$ cat src/rtl/ex_pkg.sv
// Shared types and constants for the EX-stage multiply/divide unit.
package ex_pkg;

    localparam int unsigned MD_ITER = 32;

    typedef enum logic [1:0] {
        MD_MUL   = 2'b00,
        MD_MULHU = 2'b01,
        MD_DIVU  = 2'b10,
        MD_REMU  = 2'b11
    } md_op_e;

    typedef enum logic [1:0] {
        IDLE = 2'b00,
        RUN  = 2'b01,
        DONE = 2'b10
    } md_state_e;

endpackage

$ cat src/rtl/md_step_dp.sv
// Iterative datapath: one shift-add multiply or restoring-divide step per cycle.
// acc holds {product_hi, product_lo} for multiply and {remainder, quotient} for divide.
module md_step_dp #(
    parameter int unsigned XLEN = 32
) (
    input  logic            clk,
    input  logic            reset,
    input  logic            load,
    input  logic            step,
    input  logic            is_div,
    input  logic            div0,
    input  logic [XLEN-1:0] op_a,
    input  logic [XLEN-1:0] op_b,
    output logic [XLEN-1:0] acc_hi,
    output logic [XLEN-1:0] acc_lo
);

    logic [2*XLEN-1:0] acc_q, acc_d;
    logic [XLEN-1:0]   m_q, m_d;
    logic [XLEN:0]     sum, rem_sh, diff;

    always_comb begin
        acc_d  = acc_q;
        m_d    = m_q;
        sum    = '0;
        rem_sh = '0;
        diff   = '0;
        if (load) begin
            m_d = op_b;
            // Divide by zero preloads the architectural answer: quotient all-ones, remainder = dividend.
            acc_d = div0 ? {op_a, {XLEN{1'b1}}} : {{XLEN{1'b0}}, op_a};
        end else if (step) begin
            if (is_div) begin
                rem_sh = {acc_q[2*XLEN-1:XLEN], acc_q[XLEN-1]};
                diff   = rem_sh - (XLEN+1)'(m_q);
                if (rem_sh >= (XLEN+1)'(m_q)) begin
                    acc_d = {diff[XLEN-1:0], acc_q[XLEN-2:0], 1'b1};
                end else begin
                    acc_d = {rem_sh[XLEN-1:0], acc_q[XLEN-2:0], 1'b0};
                end
            end else begin
                sum   = (XLEN+1)'(acc_q[2*XLEN-1:XLEN]) + (acc_q[0] ? (XLEN+1)'(m_q) : (XLEN+1)'(0));
                acc_d = {sum, acc_q[XLEN-1:1]};
            end
        end
    end

    always_ff @(posedge clk or negedge reset) begin
        if (!reset) begin
            acc_q <= '0;
            m_q   <= '0;
        end else begin
            acc_q <= acc_d;
            m_q   <= m_d;
        end
    end

    assign acc_hi = acc_q[2*XLEN-1:XLEN];
    assign acc_lo = acc_q[XLEN-1:0];

endmodule

$ cat src/rtl/ex_muldiv_ctrl.sv
// Multi-cycle MUL/MULHU/DIVU/REMU controller: FSM, iteration counter and pipeline handshake.
module ex_muldiv_ctrl
    import ex_pkg::*;
#(
    parameter int unsigned XLEN    = 32,
    parameter int unsigned MD_ITER = ex_pkg::MD_ITER
) (
    input  logic            clk,
    input  logic            reset,
    input  logic            start,
    input  logic [1:0]      md_op,
    input  logic [XLEN-1:0] op_a,
    input  logic [XLEN-1:0] op_b,
    input  logic            flush,
    output logic            busy,
    output logic            stall,
    output logic            done,
    output logic [XLEN-1:0] result
);

    localparam int unsigned CNT_W = $clog2(MD_ITER) + 1;

    md_state_e         state_q, state_d;
    md_op_e            op_q, op_d;
    logic [CNT_W-1:0]  cnt_q, cnt_d;
    logic [XLEN-1:0]   result_q, result_d;
    logic              load, step, div0;
    logic [XLEN-1:0]   acc_hi, acc_lo, dp_res;

    assign dp_res = (op_q inside {MD_MULHU, MD_REMU}) ? acc_hi : acc_lo;

    always_comb begin
        state_d  = state_q;
        op_d     = op_q;
        cnt_d    = cnt_q;
        result_d = result_q;
        load     = 1'b0;
        step     = 1'b0;
        div0     = 1'b0;
        unique case (state_q)
            IDLE: begin
                if (start && !flush) begin
                    op_d    = md_op_e'(md_op);
                    cnt_d   = '0;
                    load    = 1'b1;
                    div0    = md_op[1] && (op_b == '0);
                    state_d = div0 ? DONE : RUN;
                end
            end
            RUN: begin
                if (flush) begin
                    state_d = IDLE;
                end else begin
                    step  = 1'b1;
                    cnt_d = cnt_q + CNT_W'(1);
                    if (cnt_q == CNT_W'(MD_ITER - 1)) begin
                        state_d = DONE;
                    end
                end
            end
            DONE: begin
                state_d = IDLE;
                if (!flush) begin
                    result_d = dp_res;
                end
            end
            default: state_d = IDLE;
        endcase
    end

    always_ff @(posedge clk or negedge reset) begin
        if (!reset) begin
            state_q  <= IDLE;
            op_q     <= MD_MUL;
            cnt_q    <= '0;
            result_q <= '0;
        end else begin
            state_q  <= state_d;
            op_q     <= op_d;
            cnt_q    <= cnt_d;
            result_q <= result_d;
        end
    end

    md_step_dp #(.XLEN(XLEN)) u_dp (
        .clk    (clk),
        .reset  (reset),
        .load   (load),
        .step   (step),
        .is_div (op_q inside {MD_DIVU, MD_REMU}),
        .div0   (div0),
        .op_a   (op_a),
        .op_b   (op_b),
        .acc_hi (acc_hi),
        .acc_lo (acc_lo)
    );

    // A flush during DONE suppresses the pulse, so the new result is only exposed with done.
    assign busy   = (state_q != IDLE);
    assign stall  = reset && (((state_q == IDLE) && start && !flush) || (state_q == RUN));
    assign done   = (state_q == DONE) && !flush;
    assign result = done ? dp_res : result_q;

endmodule

$ cat config.mk
export PLATFORM = sky130hd
export DESIGN_NAME = ex_muldiv_ctrl
export DESIGN_NICKNAME = d
export VERILOG_FILES = /design/src/rtl/ex_pkg.sv /design/src/rtl/md_step_dp.sv /design/src/rtl/ex_muldiv_ctrl.sv
export SDC_FILE = /design/constraint.sdc
export NUM_CORES = 1
export LEC_CHECK = 0
export CAP_MARGIN = 20
export CELL_PAD_IN_SITES_DETAIL_PLACEMENT = 1
export CELL_PAD_IN_SITES_GLOBAL_PLACEMENT = 2
export CORE_MARGIN = 8
export CORE_UTILIZATION = 38
export CTS_CLUSTER_SIZE = 40
export DETAILED_ROUTE_END_ITERATION = 16
export GPL_TIMING_DRIVEN = 0
export PLACE_DENSITY = 0.95
export RECOVER_POWER = 25
export SLEW_MARGIN = 40
export SYNTH_ARGS = -nofsm -noshare
export SYNTH_HDL_FRONTEND = slang
export SYNTH_SLANG_ARGS = --single-unit
export TNS_END_PERCENT = 100
$ cat constraint.sdc
create_clock -name clk -period 5.8 [get_ports clk]
set_input_delay 1.16 -clock clk [delete_from_list [all_inputs] [get_ports clk]]
set_output_delay 1.16 -clock clk [all_outputs]
set_load 0.03 [all_outputs]
Yosys cells after proc, flatten, opt, wreduce, memory -nomap -nowiden
Cells that the tools add are included.
W data, S select, Z words.
Word-level totals
  register bits: 138
  input port bits: 70
Cells by class
  $add $sub $neg: 3
  $lt $le $gt $ge: 1
  equality and inequality tests: 9
  muxes and demuxes: 22
  bitwise gates (word level): 1
  reductions and logical operators: 19
Operators by type and width (count)
  $mux W64: 5
  $mux W32: 3
  $add A32 B32 Y33: 1
  $ge A33 B32 Y1: 1
  $logic_not A32 Y1: 1
  $sub A32 B32 Y32: 1
  $mux W6: 2
  $pmux W6 S2: 1
  $reduce_bool A2 Y1: 5
  $mux W2: 4
  $add A6 B1 Y6 const B: 1
  $eq A2 B2 Y1 const B: 3
  $eq A6 B5 Y1 const B: 1
  $logic_and A1 B1 Y1: 6
  $mux W1: 6
  $reduce_and A2 Y1: 3
  $eq A2 B1 Y1 const B: 2
  $ne A2 B2 Y1 const B: 2
  $pmux W2 S2: 1
  $ne A3 B3 Y1 const B: 1
  $reduce_and A3 Y1: 1
  $logic_not A2 Y1: 1
  $logic_not A1 Y1: 1
  $logic_or A1 B1 Y1: 1
  $not A1 Y1: 1

Depth between registers and ports, before layout
Gate-level depths: netlist of run 1.
  depth after elaboration: 6
  mapped depth: 14

By module
From an unflattened synthesis of run 1, not the netlist that was laid out.
Second synthesis, totals
  cells, all modules: 1232
  area total of the unflattened synthesis: 10511.3 um2
Modules (own cells, without submodules)
  md_step_dp: times used 1, cells each 1037, area an instance 8461.9 um2, seq. area each 2402.3 um2
  ex_muldiv_ctrl: times used 1, cells each 195, area an instance 2049.5 um2, seq. area each 1051.0 um2

Least setup slack after synthesis of run 1
No wires, ideal clock.
  path type: input to output
  from: input flush
  to: output result[22]
  data arrival time: 2538 ps
  slack: 2102 ps
  cell stages on the path: 4
  buffers on the path: 2
  cells stage by stage: nor3b_1 > clkbuf_1 > clkbuf_1 > a21oi_1
Between the ends
  cells in the longest elaborated chain, start to end: 3
Ends and longest elaborated chain
  from (decl): line ex_muldiv_ctrl.sv:14  | input logic flush,
  $logic_not A1 Y1: line ex_muldiv_ctrl.sv:101  | assign done = (state_q == DONE) && !flush;
  $logic_and A1 B1 Y1: line ex_muldiv_ctrl.sv:101
  net done: line ex_muldiv_ctrl.sv:17  | output logic done,
  $mux W32: line ex_muldiv_ctrl.sv:102  | assign result = done ? dp_res : result_q;
  to (decl): line ex_muldiv_ctrl.sv:18  | output logic [XLEN-1:0] result
The timed path passes the listed nets, and every way through them passes these cells.

Final worst setup path of run 1
  from: input flush
  to: output result[27]
Between the ends
  cells in the longest elaborated chain, start to end: 3
Ends and longest elaborated chain (line)
  $logic_not A1 Y1: ex_muldiv_ctrl.sv:101
  $logic_and A1 B1 Y1: ex_muldiv_ctrl.sv:101
  $mux W32: ex_muldiv_ctrl.sv:102
No other way between the ends.

==> flow_summary.ini, run 1 <==
[cts]
clk_pin_slew_ns = 0.06
cts_buffer_depth = 2
cts_sinks = 138
cts_made_buffers = 17
cts_setup_buffers = 0
cts-root-buf = clkbuf_16
h-tree-depth = 4
cts_hold_buffers = 0
tritoncts = built
post_cts_resized = 0
clock_latency_ns = 0.44

[grt]
grt.total_usage_pct = 24.7
grt_max_degree = 64
antenna_found_initial = 0
grt_pass1_wl_mm = 63.8
grt_pass1_vias = 10959
grt_overflow = 0

[setup_path]
start_kind = input pin
cp_max_fo = 10
arrival_ns = 4.28
crit_chain = clkdlybuf4s50_1 > nor3b_1 > clkbuf_1 > clkbuf_1 > nor2_1 > a21oi_1 > clkdlybuf4s50_1
cp_data_required_time_ns = 4.64
critPathCaptureType = output port
cpPeakStageDelay_ns = 0.74
cp_slowest_cell = clkdlybuf4s50_1
worstSetupPathType = in2out

[yosys]
avgSynthCellArea_um2 = 8.20
yosys_warnings = 0
syn_nets = 1420
syn_area_um2 = 10500
synthTopCellsByArea = dfrtp_1 (33%), ha_1 (7.7%), mux2i_1 (7.1%), a21oi_1 (6.9%), o21ai_0 (6.7%)
ys.flop_type = dfrtp_1
yosys.area.top_type = dfrtp_1
ys_ff_latch = 138
synth_edf_count = 0
yosysTopAreaCellShare_pct = 32.8
yosysSeqAreaShare_pct = 32.8
async_flop_share_pct = 100
synth_cell_types = 78
synth_cells = 1283

[sta]
slew_violations = 103
finClkSkew_ns = 0.00970
whs_ns = 0.527
slew_headroom_pct = -43.0
hold_violations = 0
setup_viol = 0
fmax_mhz = 184
layout_min_cycle_time_ns = 5.44
tightest_slew_ns = 2.14
fin_crit_sh_pct = 93.8
rsz0062_at_grt = false

[floorplanning]
fp.dieW_um = 182
die_h_um = 182
die_area_um2 = 33200
core_um2 = 27600
rows = 61
ios = 105
start_util_pct = 38.2

[run_status]
violations = max-capacitance violations, max-slew violations
outcome = finished, violations left

[route]
ant_nets = 0
wl_per_cell_um = 22.7
vias = 10438
wl_mm = 40.8
post_drt_via_cell_ratio = 5.81
drt_iter0_drc = 820
drtPass1Iterations = 5
drc = 0

[pwr]
powerDensity_nw_per_um2 = 620
power.leakage_uw = 0.00536
irDropWorstVdd_v = 0.000293

[layout]
fin_util_pct = 46.0
synthToLayoutAreaGrowth_pct = 20.5
fill_cells = 3347
fin_nets = 1545
drive_gt1_share_pct = 4.93
finish.instance_area_um2 = 12700
antenna_cells = 0

[placement]
numPortBuffers = 104
place_congestion = 0.912
dp_hpwl_mm = 32.6
place_area_um2 = 12100

[flow_run]
cap_violations = 2

[min_path]
hp-class = reg2reg
## cell usage in the layout (no fill, tap or decap), types with 5 or more instances in the layout
master,synthesis,layout
a211oi_1,21,21
a21o_1,21,21
a21oi_1,145,145
a31oi_1,15,15
and2_1,40,40
and3_1,12,12
buf_1,8,7
clkbuf_1,55,56
clkbuf_16,0,17
clkdlybuf4s50_1,0,103
dfrtp_1,138,138
ha_1,65,65
inv_1,45,45
mux2_2,6,6
mux2i_1,75,75
nand2_1,102,102
nand2b_1,7,7
nand3_1,21,21
nand4_1,11,11
nor2_1,140,140
nor2b_1,8,8
nor3_1,20,20
nor4_1,18,15
o211ai_1,9,9
o21a_1,9,9
o21ai_0,141,141
o21bai_1,5,5
or2_2,5,5
xnor2_1,31,31
xor2_1,20,20
## registers in the layout, summed over array words and instances, names as in the netlist
register and count:
u_dp.acc_q 64, result_q 32, u_dp.m_q 32, cnt_q 6, op_q 2, state_q 2
## per-stage QoR
stage | worst slack [ns] | setup TNS (ns) | total power [uW] | std cells
floorplan | 2.10 | 0 | 5000 | 1283
global placement | -2.90 | -308.70 | 6440 | 1765
detailed placement | 0.293 | 0 | 6570 | 1767
CTS | 0.309 | 0 | 7780 | 1797
global route | 0.200 | 0 | 8350 | 1797
finish | 0.358 | 0 | 7850 | 1797
## cell usage after synthesis, types with 8 or more instances
cell      instances
nand3_1          21
clkbuf_1         55
inv_1            45
and2_1           40
nor4_1           18
o211ai_1          9
a21oi_1         145
mux2i_1          75
nand4_1          11
buf_1             8
xnor2_1          31
dfrtp_1         138
o21a_1            9
xor2_1           20
and3_1           12
nor2_1          140
o21ai_0         141
nor3_1           20
nand2_1         102
ha_1             65
nor2b_1           8
a21o_1           21
a211oi_1         21
a31oi_1          15
## worst paths after layout
| check | startpoint | endpoint | slack [ns] | depth (start not counted) |
|---|---|---|---|---|
| min reg2reg | cnt_q[1]$_DFFE_PN0P_ | cnt_q[1]$_DFFE_PN0P_ | 0.53 | 2 |
| min | cnt_q[1]$_DFFE_PN0P_ | cnt_q[1]$_DFFE_PN0P_ | 0.53 | 2 |
| min in group asynchronous | reset | cnt_q[5]$_DFFE_PN0P_ | 1.34 | 1 |
| max reg2reg | u_dp.acc_q[0]$_DFFE_PN0P_ | u_dp.acc_q[59]$_DFFE_PN0P_ | 1.60 | 13 |
| max | flush | result[27] | 0.36 | 7 |
| max in group asynchronous | reset | u_dp.acc_q[13]$_DFFE_PN0P_ | 1.83 | 2 |
## metal layers
layer | GRT usage, % | part of all wire, % | routed length (um)
met5 | 0 | 0 | 0
met4 | 10.3 | 3.6 | 1460
met3 | 4.31 | 6.2 | 2540
met2 | 39.7 | 45 | 18500
met1 | 32.4 | 45 | 18400
## critical path: cells and delay by family
| kind | cells | cell delay [ns] |
|---|---|---|
| AND/OR/NAND/NOR | 2 | 0.73 |
| buffers and inverters | 4 | 2.15 |
| AO/OA/AOI/OAI | 1 | 0.23 |
## logic make-up after synthesis
kind of cell	share of synthesized area [%]
compound gates	24.4
xor+xnor	4.25
fa+ha+maj	8.12
buf+inv	4.18
flops	32.8
mux	7.78
simple gates	18.4
## report_power, final
part / switching, uW / total, uW / leakage (uW) / internal [uW]
combinational: 2950 / 4890 / 0.00339 / 1950
sequential: 481 / 1810 / 0.00167 / 1330
clock: 458 / 1150 / 0.000291 / 694
## layout make-up
cell class | instances | area (um^2) | share of cell area (%)
buffer | 68 | 272 | 2.14
clock buffer | 19 | 453 | 3.57
clock inverter | 11 | 146 | 1.15
inverter | 45 | 169 | 1.33
multi-input combinational | 1032 | 6650 | 52.5
sequential | 138 | 3450 | 27.2
tap | 378 | 473 | 3.73
timing repair buffer | 106 | 1060 | 8.36
Note: power is estimated with default switching activity, not from simulation.
==> run 2: changes to the inputs <==
--- a/config.mk
+++ b/config.mk
@@ -10,7 +10,7 @@
 export CELL_PAD_IN_SITES_GLOBAL_PLACEMENT = 2
 export CORE_MARGIN = 8
 export CORE_UTILIZATION = 38
-export CTS_CLUSTER_SIZE = 40
+export CTS_CLUSTER_SIZE = 8
 export DETAILED_ROUTE_END_ITERATION = 16
 export GPL_TIMING_DRIVEN = 0
 export PLACE_DENSITY = 0.95
==> constraint.sdc (replaced) <==
create_clock -name clk -period 5.8 [get_ports clk]
set_input_delay 1.16 -clock clk [delete_from_list [all_inputs] [get_ports clk]]
set_output_delay 1.16 -clock clk [all_outputs]
set_load 0.005 [all_outputs]
==> results of run 2 <==
Same layout as run 1 (identical final DEF). Status: finished, violations left: max-capacitance violations, max-slew violations.
Main changes from that run: setup slack after placement 0.293 ns -> 0.461 ns; setup slack after layout 0.358 ns -> 0.526 ns; total power 7850 uW -> 7620 uW
==> edit 1 (flow settings as in run 1) <==
Re-encode `md_state_e` (3 states) as one-hot, 3 bits wide.
--- a/src/rtl/ex_pkg.sv
+++ b/src/rtl/ex_pkg.sv
@@ -10,10 +10,10 @@
         MD_REMU  = 2'b11
     } md_op_e;
 
-    typedef enum logic [1:0] {
-        IDLE = 2'b00,
-        RUN  = 2'b01,
-        DONE = 2'b10
+    typedef enum logic [2:0] {
+        IDLE = 3'b001,
+        RUN  = 3'b010,
+        DONE = 3'b100
     } md_state_e;
 
 endpackage
Function: no difference found for any inputs over 4 cycles, from zero or initial values and one cycle with reset low; so few cycles prove little.
==> edit 1 against run 1 <==
  * The flow still finishes with violations (capacitance limit, slew limit)
  * Cell area increased by 0.66%
  * Fmax increased by 1.5%
  * Critical path depth unchanged
  * Count of clock-buffer cells in the layout decreased by 1
  * First-iteration DRC count decreased by 5.0%
  * Sequential power decreased by 21%
  * Routed wire length decreased by 1.5%
  * Worst setup slack improved by 0.080 ns
  * Sequential cell count increased by 1
  * Worst hold slack improved by 0.012 ns
  * Total power decreased by 30%
  * Non-clock buffer count increased by 3
  * Area after synthesis increased by 1.3%
  * Critical path type unchanged
  * Critical endpoint is now result[29]
  * Largest power group unchanged
==> edit 1: results (changes against run 1) <==
Synth
  – Multiplexer share of the synthesized area: 8.22% (+0.44 points)
  – Synth warnings: 0 (unchanged)
  – Synth Area in Adders: 8.01% (-0.11 points)
  – Synth Area in Compound Gates: 26.2% (+1.7 points)
  – Top area cells in the synthesized netlist: dfrtp_1 (32%), mux2i_1 (7.8%), ha_1 (7.6%)
  – Post-Syn Instances: 1285 (+0.16%)
  – Synthesized net count: 1422 (+0.14%)
  – XOR/XNOR share of the synthesized area: 4.69% (+0.44 points)
  – Seq/Total Area, Yosys: 32.7% (-0.18 points)
  – Synth unique cells: 70 (-10%)
  – Commonest cells in the netlist: a21oi_1 (159), o21ai_0 (145), dfrtp_1 (138)

Layout
  – Nets: 1546 (+0.065%)
  – Filler cells: 3338 (-0.27%)
  – Layout cells sized above 1: 4.50% (-0.43 points)
  – Post-Layout Cell Count: 1800 (+0.17%)

Detailed routing
  – 1st-iter DRT viols: 779 (-5.0%)
  – DR WL/cell: 22.4 um (-1.6%)
  – Via Count: 10.4k (-0.50%)

Timing
  – Slew @ Worst Pin: 3.50 ns (+1.36 ns)
  – Max Slew Vio Count: 74 (-28%)
  – Setup ws final: 0.438 ns (+0.0802 ns)
  – Skew final: 0.0100 ns (+0.000300 ns)

Outcome
  – Failing checks: capacitance limit, slew limit
  – Outcome: finished, violations left

Critical path
  – R2r endpoint: u_dp.acc_q[61]
  – Worst path top cell family by delay: buffers and inverters
  – Slowest stage delay, CP: 0.72 ns (-0.02 ns)
  – Reg2reg path depth: 14 (+1)
  – WP data arrival: 4.20 ns (-0.08 ns)
  – R2R Setup Slk: 1.16 ns (-0.44 ns)
  – Reg2reg start: u_dp.acc_q[0]
  – Crit path to: result[29]

Pwr
  – Pleak: 5.63 nW (+5.1%)
  – Worst vdd ir: 0.000224 V (-24%)
  – Power Density: 430 nW/um^2 (-31%)

CTS
  – CTS Buffer Depth: 2 (unchanged)
  – Clk root buf: clkbuf_16
  – Post-cts repair resize count: 0 (unchanged)
  – Clk Latency, worst-skew pair: 0.44 ns (about the same)
  – Htree depth: 4 (unchanged)
  – Reg clk slew, reported paths: 0.07 ns
  – Post-CTS setup buffers: 0 (unchanged)
  – CTS buffer count: 17 (unchanged)

Global route
  – Global Route Usage Sum: 23.7% (-0.98 points)
  – First-pass GRT wire length: 62.5 mm (-2.0%)
  – Largest net degree at the start of global routing: 74 (+16%)
  – Vias in the first global route: 10.8k (-1.5%)

Placed design
  – DP HPWL: 32.0 mm (-1.8%)
  – Pre-CTS WS: 0.399 ns (+0.106 ns)
  – Gpl congestion: 0.900 (-1.2%)
  – Port Buffers: 104 (unchanged)
  – Placed Area: 12200 sq um (+1.0%)

Worst hold path
  – Hold_sp: u_dp.m_q[0]

Job
  – MaxCap Viol Count: 1 (-1)
==> edit 1: power breakdown <==
part | switching, mW | internal, mW | total (mW)
logic | 1.78 | 1.20 | 2.98
clock network | 0.519 | 0.565 | 1.08
registers | 0.276 | 1.15 | 1.43
total | 2.57 | 2.91 | 5.49
==> edit 1: final cells by class <==
type,instances,share of cell area (%)
Timing Repair Buffer,105,8.28
Sequential cell,139,27.3
Clock buffer,18,3.36
Multi-Input combinational cell,1020,52.4
Clock inverter,14,0.981
Inverter,54,1.59
Tap cell,378,3.71
Buffer,72,2.39
==> edit 1: worst reg2reg max path, stage by stage (launching register included) <==
cell       delay (ns)
dfrtp_1          0.54
clkbuf_1         0.31
and2_1           0.22
ha_1             0.24
fa_1             0.45
a211oi_1         0.32
o21ai_0          0.18
a21oi_1          0.43
o21a_1           0.29
o31ai_1          0.17
a2111oi_0        0.84
o21ai_0          0.19
o31a_1           0.15
o221ai_1         0.07
a31oi_1          0.11
==> edit 1: worst min-delay path by stage <==
stage             endpoint  slack (ns)  depth (start not counted)
6_report       u_dp.m_q[0]        0.54                          2
5_1_grt           cnt_q[0]        0.55                          1
4_1_cts        u_dp.m_q[0]        0.53                          2
3_5_place_dp   u_dp.m_q[0]        0.51                          2
3_3_place_gp   u_dp.m_q[0]        0.49                          2
2_1_floorplan  u_dp.m_q[0]        0.46                          2
==> edit 1: routing by layer <==
layer	up-vias	GRT usage, %	share of wire [%]
met5	-	0	0
met4	0	7.91	2.5
met3	59	3.18	5.1
met2	293	38.8	46
met1	5146	31.9	46
li1	4888	-	-
==> edit 2 (flow settings as in run 1) <==
Without the edit above. `XLEN` is set to 32 in 2 places; all go to 24.
--- a/src/rtl/md_step_dp.sv
+++ b/src/rtl/md_step_dp.sv
@@ -1,7 +1,7 @@
 // Iterative datapath: one shift-add multiply or restoring-divide step per cycle.
 // acc holds {product_hi, product_lo} for multiply and {remainder, quotient} for divide.
 module md_step_dp #(
-    parameter int unsigned XLEN = 32
+    parameter int unsigned XLEN = 24
 ) (
     input  logic            clk,
     input  logic            reset,
--- a/src/rtl/ex_muldiv_ctrl.sv
+++ b/src/rtl/ex_muldiv_ctrl.sv
@@ -2,7 +2,7 @@
 module ex_muldiv_ctrl
     import ex_pkg::*;
 #(
-    parameter int unsigned XLEN    = 32,
+    parameter int unsigned XLEN    = 24,
     parameter int unsigned MD_ITER = ex_pkg::MD_ITER
 ) (
     input  logic            clk,
Interface: changed (resized op_a, op_b and result); port bits go from 105 to 81. The function was not compared with the original's and may differ.
==> edit 2 against run 1 <==
  * The flow still finishes with violations (capacitance limit, slew limit)
  * Sequential power is 25% lower
  * Combinational power is 31% lower
  * Global-route usage is 2.9 points lower
  * Routed wire length is 32% lower
  * Core utilization hardly changed
  * Sequential cell count is 32 lower
  * Worst hold slack better by 0.0088 ns
  * Total power is 31% lower
  * Worst setup slack better by 0.11 ns
  * Area after synthesis is 26% lower
  * Non-clock buffer count is 41 lower
  * Cell area is 27% lower
  * Largest cell class unchanged
  * Largest power group unchanged
==> edit 2: results (changes against run 1) <==
Outcome
  – Outcome: finished, violations left
  – Failing checks: capacitance limit, slew limit

Critical path
  – R2r endpoint: u_dp.acc_q[47]
  – Worst Setup SP: start
  – WP data arrival: 4.18 ns (-0.10 ns)

Synth
  – Top area cells in the synthesized netlist: dfrtp_1 (34%), ha_1 (7.9%), mux2i_1 (7.6%)
  – Synth Area in Compound Gates: 25.4% (+0.97 points)
  – XOR/XNOR share of the synthesized area: 4.94% (+0.69 points)
  – Seq/Total Area, Yosys: 34.0% (+1.1 points)
  – Avg Cell Area, Syn: 8.43 sq um (+2.8%)
  – Synthesized net count: 1031 (-27%)
  – Multiplexer share of the synthesized area: 8.00% (+0.22 points)
  – Synth Area in Adders: 8.37% (+0.25 points)

Detailed routing
  – Met1 WL: 12.9 mm (-30%)
  – DR WL/cell: 21.5 um (-5.3%)
  – Post-Route WL: 27.9 mm (-32%)

Timing
  – Max Slew Vio Count: 54 (-48%)
  – Slew Limit Headroom: -113% (-70 points)
  – Skew final: 0.00946 ns (-0.000237 ns)

Pwr
  – Pleak: 4.05 nW (-24%)
  – Worst vdd ir: 0.000203 V (-31%)

Job
  – MaxCap Viol Count: 1 (-1)

Global route
  – First-pass GRT wire length: 44.4 mm (-30%)
  – Met3 GRT Util: 2.84% (-1.5 points)
  – Vias in the first global route: 7778 (-29%)
  – Global Route Usage Sum: 21.8% (-2.9 points)
  – Largest net degree at the start of global routing: 56 (-13%)
  – Met1 GRT Util: 28.8% (-3.7 points)
  – Met2 Use GR: 36.3% (-3.3 points)

Layout
  – Layout cells sized above 1: 3.32% (-1.6 points)
  – Top flop regs: u_dp.acc_q x48, result_q x24, u_dp.m_q x24
  – Filler cells: 2448 (-27%)

Placed design
  – DP HPWL: 22.2 mm (-32%)
  – Placed Area: 8990 sq um (-26%)

CTS
  – Clk Latency, worst-skew pair: 0.36 ns (-0.08 ns)
==> edit 2: final cells by class <==
| type | count | area, sq um | area share, % |
|---|---|---|---|
| multi-input cells | 729 | 4810 | 51.8 |
| flip-flops and latches | 106 | 2650 | 28.6 |
| repair buffers | 82 | 817 | 8.81 |
| well taps | 270 | 338 | 3.64 |
| clock buffers | 10 | 239 | 2.58 |
| plain buffers | 51 | 205 | 2.21 |
| inverters | 40 | 150 | 1.62 |
| clock inverters | 6 | 70.1 | 0.755 |
==> edit 2: power breakdown <==
part,switching [mW],internal (mW),total [mW]
clock,0.315,0.353,0.668
sequential,0.346,1.01,1.36
combinational,1.99,1.39,3.38
==> edit 2: worst max-delay path: stages <==
cell	delay, ns
clkdlybuf4s50_1	0.51
nor4b_1	0.47
clkbuf_1	0.50
clkbuf_1	0.64
o21a_1	0.22
clkdlybuf4s50_1	0.67
